File: config.mk
export PLATFORM = sky130hd
export DESIGN_NAME = mem_sched
export DESIGN_NICKNAME = d
export VERILOG_FILES = /design/src/rtl/mem_sched_pkg.sv /design/src/rtl/mem_sched_dma.sv /design/src/rtl/mem_sched.sv
export SDC_FILE = /design/constraint.sdc
export NUM_CORES = 1
export LEC_CHECK = 0
export BUFFER_PORTS_ARGS = -buffer_cell sky130_fd_sc_hd__buf_2
export CORE_MARGIN = 2
export CORE_UTILIZATION = 45
export CTS_BUF_LIST = sky130_fd_sc_hd__clkbuf_8
export DETAILED_ROUTE_END_ITERATION = 10
export PLACE_DENSITY = 0.8
export SETUP_SLACK_MARGIN = 0.1
export SLEW_MARGIN = 20
export SYNTH_ARGS = -nofsm -noshare
export SYNTH_HDL_FRONTEND = slang
export SYNTH_SLANG_ARGS = --single-unit
File: constraint.sdc
create_clock -name clk -period 4.1 [get_ports clk]
set_input_delay 0.205 -clock clk [delete_from_list [all_inputs] [get_ports clk]]
set_output_delay 0.205 -clock clk [all_outputs]
set_load 0.05 [all_outputs]
File: src/rtl/mem_sched_pkg.sv
// rtl/mem_sched_pkg.sv - shared types and default parameters for the memory scheduler
// Purpose : DMA state encoding and bus-width / trigger-address defaults used by
//           mem_sched and mem_sched_dma.
// Ports   : none (package)
package mem_sched_pkg;

  localparam int REG_WIDTH      = 8;
  localparam int DEF_ADDR_WIDTH = 16;
  localparam int DEF_DATA_WIDTH = REG_WIDTH;
  localparam int DEF_DMA_LEN    = 256;
  localparam logic [15:0] DEF_DMA_TRIG_ADDR = 16'h4014;

  // Raw encodings kept for code that still compares against plain vectors.
  localparam logic [1:0] ST_IDLE  = 2'd0;
  localparam logic [1:0] ST_ALIGN = 2'd1;
  localparam logic [1:0] ST_RUN   = 2'd2;
  localparam logic [1:0] ST_DRAIN = 2'd3;

  typedef enum logic [1:0] {
    DMA_IDLE  = ST_IDLE,
    DMA_ALIGN = ST_ALIGN,
    DMA_RUN   = ST_RUN,
    DMA_DRAIN = ST_DRAIN
  } dma_state_e;

endpackage

File: src/rtl/mem_sched_dma.sv
// rtl/mem_sched_dma.sv - OAM DMA engine: FSM, page/index counters, OAM write pipeline
// Purpose : Copies DMA_LEN bytes from page {page, 8'hxx} into OAM, one read per
//           granted cycle, writing OAM the cycle after each read.
//           Optional macro MEM_SCHED_DMA_ALIGN_EN adds a free-running parity bit;
//           a trigger accepted on odd parity stretches ALIGN to two cycles.
// Ports   : clk, reset_n        clock, synchronous active-low reset
//           i_trig, i_trig_page trigger strobe and page number (CPU write data)
//           i_preempt           loader owns the memory port this cycle
//           o_dma_req/o_dma_addr read request and address for the priority mux
//           o_idle, o_busy      FSM is / is not in IDLE
//           o_oam_we/o_oam_addr OAM write strobe and byte index
module mem_sched_dma
  import mem_sched_pkg::*;
#(
  parameter int ADDR_WIDTH = DEF_ADDR_WIDTH,
  parameter int DATA_WIDTH = DEF_DATA_WIDTH,
  parameter int DMA_LEN    = DEF_DMA_LEN
) (
  input  logic                  clk,
  input  logic                  reset_n,
  input  logic                  i_trig,
  input  logic [DATA_WIDTH-1:0] i_trig_page,
  input  logic                  i_preempt,
  output logic                  o_dma_req,
  output logic [ADDR_WIDTH-1:0] o_dma_addr,
  output logic                  o_idle,
  output logic                  o_busy,
  output logic                  o_oam_we,
  output logic [7:0]            o_oam_addr
);

  localparam int         PAGE_W   = ADDR_WIDTH - 8;
  localparam logic [7:0] IDX_MASK = 8'(DMA_LEN - 1);

  dma_state_e        r_state;
  logic [PAGE_W-1:0] r_page;
  logic [7:0]        r_idx;
  logic [7:0]        r_oam_idx;
  logic              r_oam_pend;
  logic              w_read;
`ifdef MEM_SCHED_DMA_ALIGN_EN
  logic              r_parity;
  logic              r_align_extra;
`endif

  // A read goes out only in RUN and only when the loader is not on the port.
  assign w_read     = (r_state == DMA_RUN) && !i_preempt;
  assign o_dma_req  = (r_state == DMA_RUN);
  assign o_dma_addr = {r_page, r_idx};
  assign o_idle     = (r_state == DMA_IDLE);
  assign o_busy     = (r_state != DMA_IDLE);
  assign o_oam_we   = r_oam_pend;
  assign o_oam_addr = r_oam_idx;

  always_ff @(posedge clk) begin
    if (!reset_n) begin
      r_state    <= DMA_IDLE;
      r_page     <= '0;
      r_idx      <= '0;
      r_oam_idx  <= '0;
      r_oam_pend <= 1'b0;
`ifdef MEM_SCHED_DMA_ALIGN_EN
      r_parity      <= 1'b0;
      r_align_extra <= 1'b0;
`endif
    end else begin
`ifdef MEM_SCHED_DMA_ALIGN_EN
      r_parity <= ~r_parity;
`endif
      // OAM write lands one cycle after its read, when mem_rdata is valid.
      r_oam_pend <= w_read;
      if (w_read) begin
        r_oam_idx <= r_idx;
      end
      case (r_state)
        DMA_IDLE: begin
          if (i_trig) begin
            r_page  <= PAGE_W'(i_trig_page);
            r_idx   <= '0;
            r_state <= DMA_ALIGN;
`ifdef MEM_SCHED_DMA_ALIGN_EN
            r_align_extra <= r_parity;
`endif
          end
        end
        DMA_ALIGN: begin
`ifdef MEM_SCHED_DMA_ALIGN_EN
          if (r_align_extra) begin
            r_align_extra <= 1'b0;
          end else begin
            r_state <= DMA_RUN;
          end
`else
          r_state <= DMA_RUN;
`endif
        end
        DMA_RUN: begin
          if (w_read) begin
            // Index wraps inside the page; it never carries into r_page.
            r_idx <= (r_idx + 8'd1) & IDX_MASK;
            if (r_idx == IDX_MASK) begin
              r_state <= DMA_DRAIN;
            end
          end
        end
        DMA_DRAIN: r_state <= DMA_IDLE;
        default:   r_state <= DMA_IDLE;
      endcase
    end
  end

endmodule

File: src/rtl/mem_sched.sv
// rtl/mem_sched.sv - single-port memory scheduler for loader, OAM DMA and CPU
// Purpose : Grants one memory access per cycle, loader > DMA > CPU. A CPU write
//           to DMA_TRIG_ADDR starts a page-to-OAM copy and stalls the CPU until
//           it finishes. Build option MEM_SCHED_DMA_ALIGN_EN (see mem_sched_dma).
// Ports   : clk, reset_n                          clock, sync active-low reset
//           cpu_req/we/addr/wdata, cpu_rdy/rdata  CPU port
//           ld_valid/addr/data, ld_ready          loader write port
//           mem_en/we/addr/wdata, mem_rdata       flat memory port (1-cycle read)
//           oam_we/addr/wdata                     OAM write port
//           dma_busy                              DMA in progress
module mem_sched
  import mem_sched_pkg::*;
#(
  parameter int                    ADDR_WIDTH    = DEF_ADDR_WIDTH,
  parameter int                    DATA_WIDTH    = DEF_DATA_WIDTH,
  parameter int                    DMA_LEN       = DEF_DMA_LEN,
  parameter logic [ADDR_WIDTH-1:0] DMA_TRIG_ADDR = DEF_DMA_TRIG_ADDR
) (
  input  logic                  clk,
  input  logic                  reset_n,
  input  logic                  cpu_req,
  input  logic                  cpu_we,
  input  logic [ADDR_WIDTH-1:0] cpu_addr,
  input  logic [DATA_WIDTH-1:0] cpu_wdata,
  output logic                  cpu_rdy,
  output logic [DATA_WIDTH-1:0] cpu_rdata,
  input  logic                  ld_valid,
  input  logic [ADDR_WIDTH-1:0] ld_addr,
  input  logic [DATA_WIDTH-1:0] ld_data,
  output logic                  ld_ready,
  output logic                  mem_en,
  output logic                  mem_we,
  output logic [ADDR_WIDTH-1:0] mem_addr,
  output logic [DATA_WIDTH-1:0] mem_wdata,
  input  logic [DATA_WIDTH-1:0] mem_rdata,
  output logic                  oam_we,
  output logic [7:0]            oam_addr,
  output logic [DATA_WIDTH-1:0] oam_wdata,
  output logic                  dma_busy
);

  logic                  w_dma_req;
  logic [ADDR_WIDTH-1:0] w_dma_addr;
  logic                  w_dma_idle;
  logic                  w_dma_busy;
  logic                  w_oam_we;
  logic [7:0]            w_oam_addr;
  logic                  w_dma_go;
  logic                  w_cpu_go;
  logic                  w_trig;
  logic                  r_rd_pend;
  logic [DATA_WIDTH-1:0] r_rdata;

  assign w_dma_go = w_dma_req && !ld_valid;
  assign w_cpu_go = cpu_req && !ld_valid && w_dma_idle;
  assign w_trig   = w_cpu_go && cpu_we && (cpu_addr == DMA_TRIG_ADDR);

  mem_sched_dma #(
    .ADDR_WIDTH (ADDR_WIDTH),
    .DATA_WIDTH (DATA_WIDTH),
    .DMA_LEN    (DMA_LEN)
  ) u_dma (
    .clk         (clk),
    .reset_n     (reset_n),
    .i_trig      (w_trig),
    .i_trig_page (cpu_wdata),
    .i_preempt   (ld_valid),
    .o_dma_req   (w_dma_req),
    .o_dma_addr  (w_dma_addr),
    .o_idle      (w_dma_idle),
    .o_busy      (w_dma_busy),
    .o_oam_we    (w_oam_we),
    .o_oam_addr  (w_oam_addr)
  );

  // All outputs are forced low while reset_n is asserted, so an in-flight
  // OAM write or memory strobe never escapes in the reset cycle.
  assign cpu_rdy   = reset_n && w_cpu_go;
  assign ld_ready  = reset_n && ld_valid;
  assign dma_busy  = reset_n && w_dma_busy;
  assign oam_we    = reset_n && w_oam_we;
  assign oam_addr  = oam_we ? w_oam_addr : 8'd0;
  assign oam_wdata = oam_we ? mem_rdata : '0;

  always_comb begin
    mem_en    = 1'b0;
    mem_we    = 1'b0;
    mem_addr  = '0;
    mem_wdata = '0;
    if (reset_n) begin
      if (ld_valid) begin
        mem_en    = 1'b1;
        mem_we    = 1'b1;
        mem_addr  = ld_addr;
        mem_wdata = ld_data;
      end else if (w_dma_go) begin
        mem_en   = 1'b1;
        mem_addr = w_dma_addr;
      end else if (w_cpu_go && !w_trig) begin
        // The trigger write is consumed here and never reaches memory.
        mem_en    = 1'b1;
        mem_we    = cpu_we;
        mem_addr  = cpu_addr;
        mem_wdata = cpu_we ? cpu_wdata : '0;
      end
    end
  end

  // Read data is presented straight from memory in the cycle after the
  // accepted read and captured so it stays put until the next CPU read.
  always_ff @(posedge clk) begin
    if (!reset_n) begin
      r_rd_pend <= 1'b0;
      r_rdata   <= '0;
    end else begin
      r_rd_pend <= w_cpu_go && !cpu_we;
      if (r_rd_pend) begin
        r_rdata <= mem_rdata;
      end
    end
  end

  assign cpu_rdata = !reset_n ? '0 : (r_rd_pend ? mem_rdata : r_rdata);

endmodule

==> summary.md <==
| Metric | Value |
|---|---|
| Status | `finished, final reports clean` |
| Final worst setup slack | `1.11 ns` |
| CTS sink cnt | `36` |
| Worst VDD drop | `around 170 uV` |
| DRC viols | `0` |
| Worst Hold Launch | `cpu_we` |
| Worst Max-Slew Pin Slew | `0.812 ns` |
| Avg WL per Cell | `14.8 microns` |
| Die area | `0.00532 sq mm` |
| Worst Path Required | `3.89 ns` |
| DR vias | `2,467` |
| N_diodes | `0` |
| Initial drt markers | `217` |
| Synth top cells by count | `nand2_1 (48), nor2_1 (40), dfxtp_1 (36)` |
| Synth async-reset ratio | `0` |
| Sum Neg Setup Slack | `0 ns` |
| Element type at the critical path start | `flop` |
| Final GP Congestion | `0.869` |
| Nets | `445` |
| CTS H-tree depth | `2` |
| CTS Hold Buffers Added | `0` |
| Count of state elements after synthesis | `36` |
| # setup viols final | `0` |
| WL met2 | `3120 microns` |
| Initial antenna violation count | `0` |
| Post-synth top flop | `dfxtp_1` |
| Slew HR | `0.458` |
| Die Width | `between 70 and 80 microns` |
| Via/cell ratio | `between 5 and 6` |
| Hold Vio Cnt, Final | `0` |
| Share of layout cells above drive strength 1 | `0.352` |
| RSZ-0062 raised after global routing | `no` |
| Tcrit/Tclk final | `0.729` |
| CP max FO | `8` |
| Post-CTS Setup Bufs | `0` |
| WHS Path Cells | `2` |
| Global route overflow | `0` |
| Vias in the first global route | `2,095` |
| Cell variety after synth | `46` |
| Site Rows | `25` |
| Final wirelength | `6450 microns` |
| Height of the die | `72.9 microns` |
| Hold WS | `0.153 ns` |
| Post-Syn Nets | `344` |
| Worst min-delay path class | `in -> reg` |
| First-pass GRT wire length | `9780 microns` |
| Mapped Cells | `around 280` |
| Synthesized-area fraction occupied by ao, oa, aoi and oai cells | `0.218` |
| Post-Syn Area | `~0.0021 sq mm` |
| Adder-Cell Fraction of Synth Area | `0.0234` |
| Most common cell in the netlist | `nand2_1` |
| Detailed Place HPWL | `4780 microns` |
| Drt pass-1 iters | `5` |
| Synth area leader | `dfxtp_1` |
| Util after Layout | `0.602` |
| Clock Path Buffers | `2` |
| Area growth syn-to-layout | `31.2%` |
| Worst EP arrival | `2.78 ns` |
| Post-synth top area share | `0.337` |
| # IOs | `115` |
| Total CTS buffers | `5` |
| FF-to-FF End | `u_dma.r_idx[7]` |
| Simple-Gate Fraction of Synth Area | `0.317` |
| Max-slew violation count | `0` |
| Max Cap Violations | `0` |
| Final ANT Viol Nets | `0` |
| Syn_area_per_cell | `7.66 sq um` |
| Reg2Reg Depth | `6` |
| CP Capture Type | `output port` |
| Largest cells by area after synthesis | `dfxtp_1 (34%), nand2_1 (8.4%), nor2_1 (7.0%), and3_1 (5.3%), a21oi_1 (5.2%)` |
| Cell area power density | `323 mW/mm^2` |
| Seq/Total Area, Yosys | `0.337` |
| GRT Overall Usage | `0.238` |
| Setup WS pre-CTS | `1.52 ns` |
| DP Cell Count | `427` |
| Reg clk slew, reported paths | `~0.07 ns` |
| Core area | `about 0.0047 sq mm` |
| Tmin final | `2.99 ns` |
| Root buffer cell | `clkbuf_8` |
| Routed metal-1 wirelength | `2710 microns` |
| Crit Path Class | `reg -> out` |
| P_leak | `1.33 nW` |
| EDFF count, synth | `0` |
| Highest routed layer | `met4` |
| R2r startpoint | `u_dma.r_state[0]` |
| Final Non-Filler Cells | `435` |
| Largest net degree at the start of global routing | `36` |
| Max Fclk | `0.334 GHz` |
| Post-synthesis mux area share | `0.0422` |
| Synth Warn # | `0` |
| Hold Path End | `r_rd_pend` |
| Cts repair resizes | `0` |
| Setup Skew | `0.00315 ns` |
| Reg-to-reg slack, setup | `approximately 1.9 ns` |
| XOR/XNOR Fraction of Synth Area | `0.00410` |
| Worst-Skew Late Latency | `~0.29 ns` |
| Largest family of logic cells by synthesized area | `simple AND/OR/NAND/NOR gates` |
| Metal3 WL | `526 microns` |
| Starting Density | `0.459` |
| I/O Buffers | `114` |
| CTS tree | `done` |
==> worst max path at each step <==
stage / startpoint / end / slack (ns)
6_report: u_dma.r_state[0] / mem_wdata[1] / 1.11
5_1_grt: u_dma.r_state[0] / mem_wdata[4] / 0.97
4_1_cts: u_dma.r_state[0] / mem_wdata[7] / 1.19
3_5_place_dp: u_dma.r_state[0] / mem_wdata[1] / 1.52
3_3_place_gp: u_dma.r_state[0] / mem_wdata[1] / 1.57
2_1_floorplan: u_dma.r_state[0] / mem_addr[7] / 1.47
==> per-stage QoR <==
step | cell area, sq um | total power, W
finish | 2800 | 0.000907
global route | 2800 | 0.000945
detailed placement | 2690 | 0.000601
CTS | 2800 | 0.000912
floorplan | 2140 | 0.000528
global placement | 2690 | 0.000598
==> metal layers <==
| metal | GRT usage | vias up |
|---|---|---|
| li1 | - | 1213 |
| met3 | 0.0580 | 10 |
| met4 | 0.0720 | 0 |
| met5 | 0 | - |
| met2 | 0.412 | 104 |
| met1 | 0.292 | 1140 |
==> flip-flops by register name, summed over array words and instances (netlist names) <==
register,flops
u_dma.r_state,2
r_rdata,8
u_dma.o_oam_addr,8
u_dma.r_idx,8
r_rd_pend,1
u_dma.r_page,8
u_dma.o_oam_we,1
==> power by group <==
| group | internal (W) | total (W) | switching [W] |
|---|---|---|---|
| Clock | 0.000180 | 0.000312 | 0.000133 |
| Sequential | 0.000355 | 0.000359 | 0.00000417 |
| Combinational | 0.0000727 | 0.000235 | 0.000163 |
| Total | 0.000608 | 0.000907 | 0.000299 |
==> placed cells by master, fill, tap and decap left out, types with 2 or more instances in the layout <==
master | Yosys | layout
nand4b_1 | 2 | 2
a221oi_1 | 7 | 7
and3_1 | 18 | 18
mux2i_1 | 9 | 9
dfxtp_1 | 36 | 36
inv_1 | 5 | 5
o211ai_1 | 2 | 2
nand2_1 | 48 | 48
o21ai_0 | 3 | 3
nand4_1 | 4 | 4
clkbuf_8 | 1 | 5
nor3_1 | 6 | 6
buf_4 | 0 | 3
buf_2 | 1 | 114
a21oi_1 | 22 | 22
a22o_1 | 8 | 8
o31ai_1 | 2 | 2
nor2b_1 | 4 | 4
nand2b_1 | 2 | 2
a222oi_1 | 8 | 8
nor2_1 | 40 | 40
or4_1 | 4 | 4
ha_1 | 4 | 4
and2_1 | 2 | 2
==> cell type report <==
type / instances / area [sq um]
fill: 448 / 1860
clock buffer: 5 / 68.8
multi-input combinational: 215 / 1290
inverter: 5 / 18.8
timing repair buffer: 117 / 593
tap: 54 / 67.6
sequential: 36 / 721
clock inverter: 3 / 42.5
==> kinds of logic after synthesis <==
logic type / after synthesis
and+or+nand+nor: 138
AOI/OAI and AO/OA: 63
DFF: 36
buffers and inverters: 28
muxes: 9
adders and majority gates: 4
xor gates and xnor gates: 1
==> worst max-delay path: stages, from the launching register on <==
cell and delay (ns):
dfxtp_1 0.32, inv_1 0.11, ha_1 0.30, nand3b_1 0.23, nor2_1 0.43, a21boi_1 0.25, and3_1 0.40, a22o_1 0.19
buf_2 0.25
(Power assumes the default switching activity.)
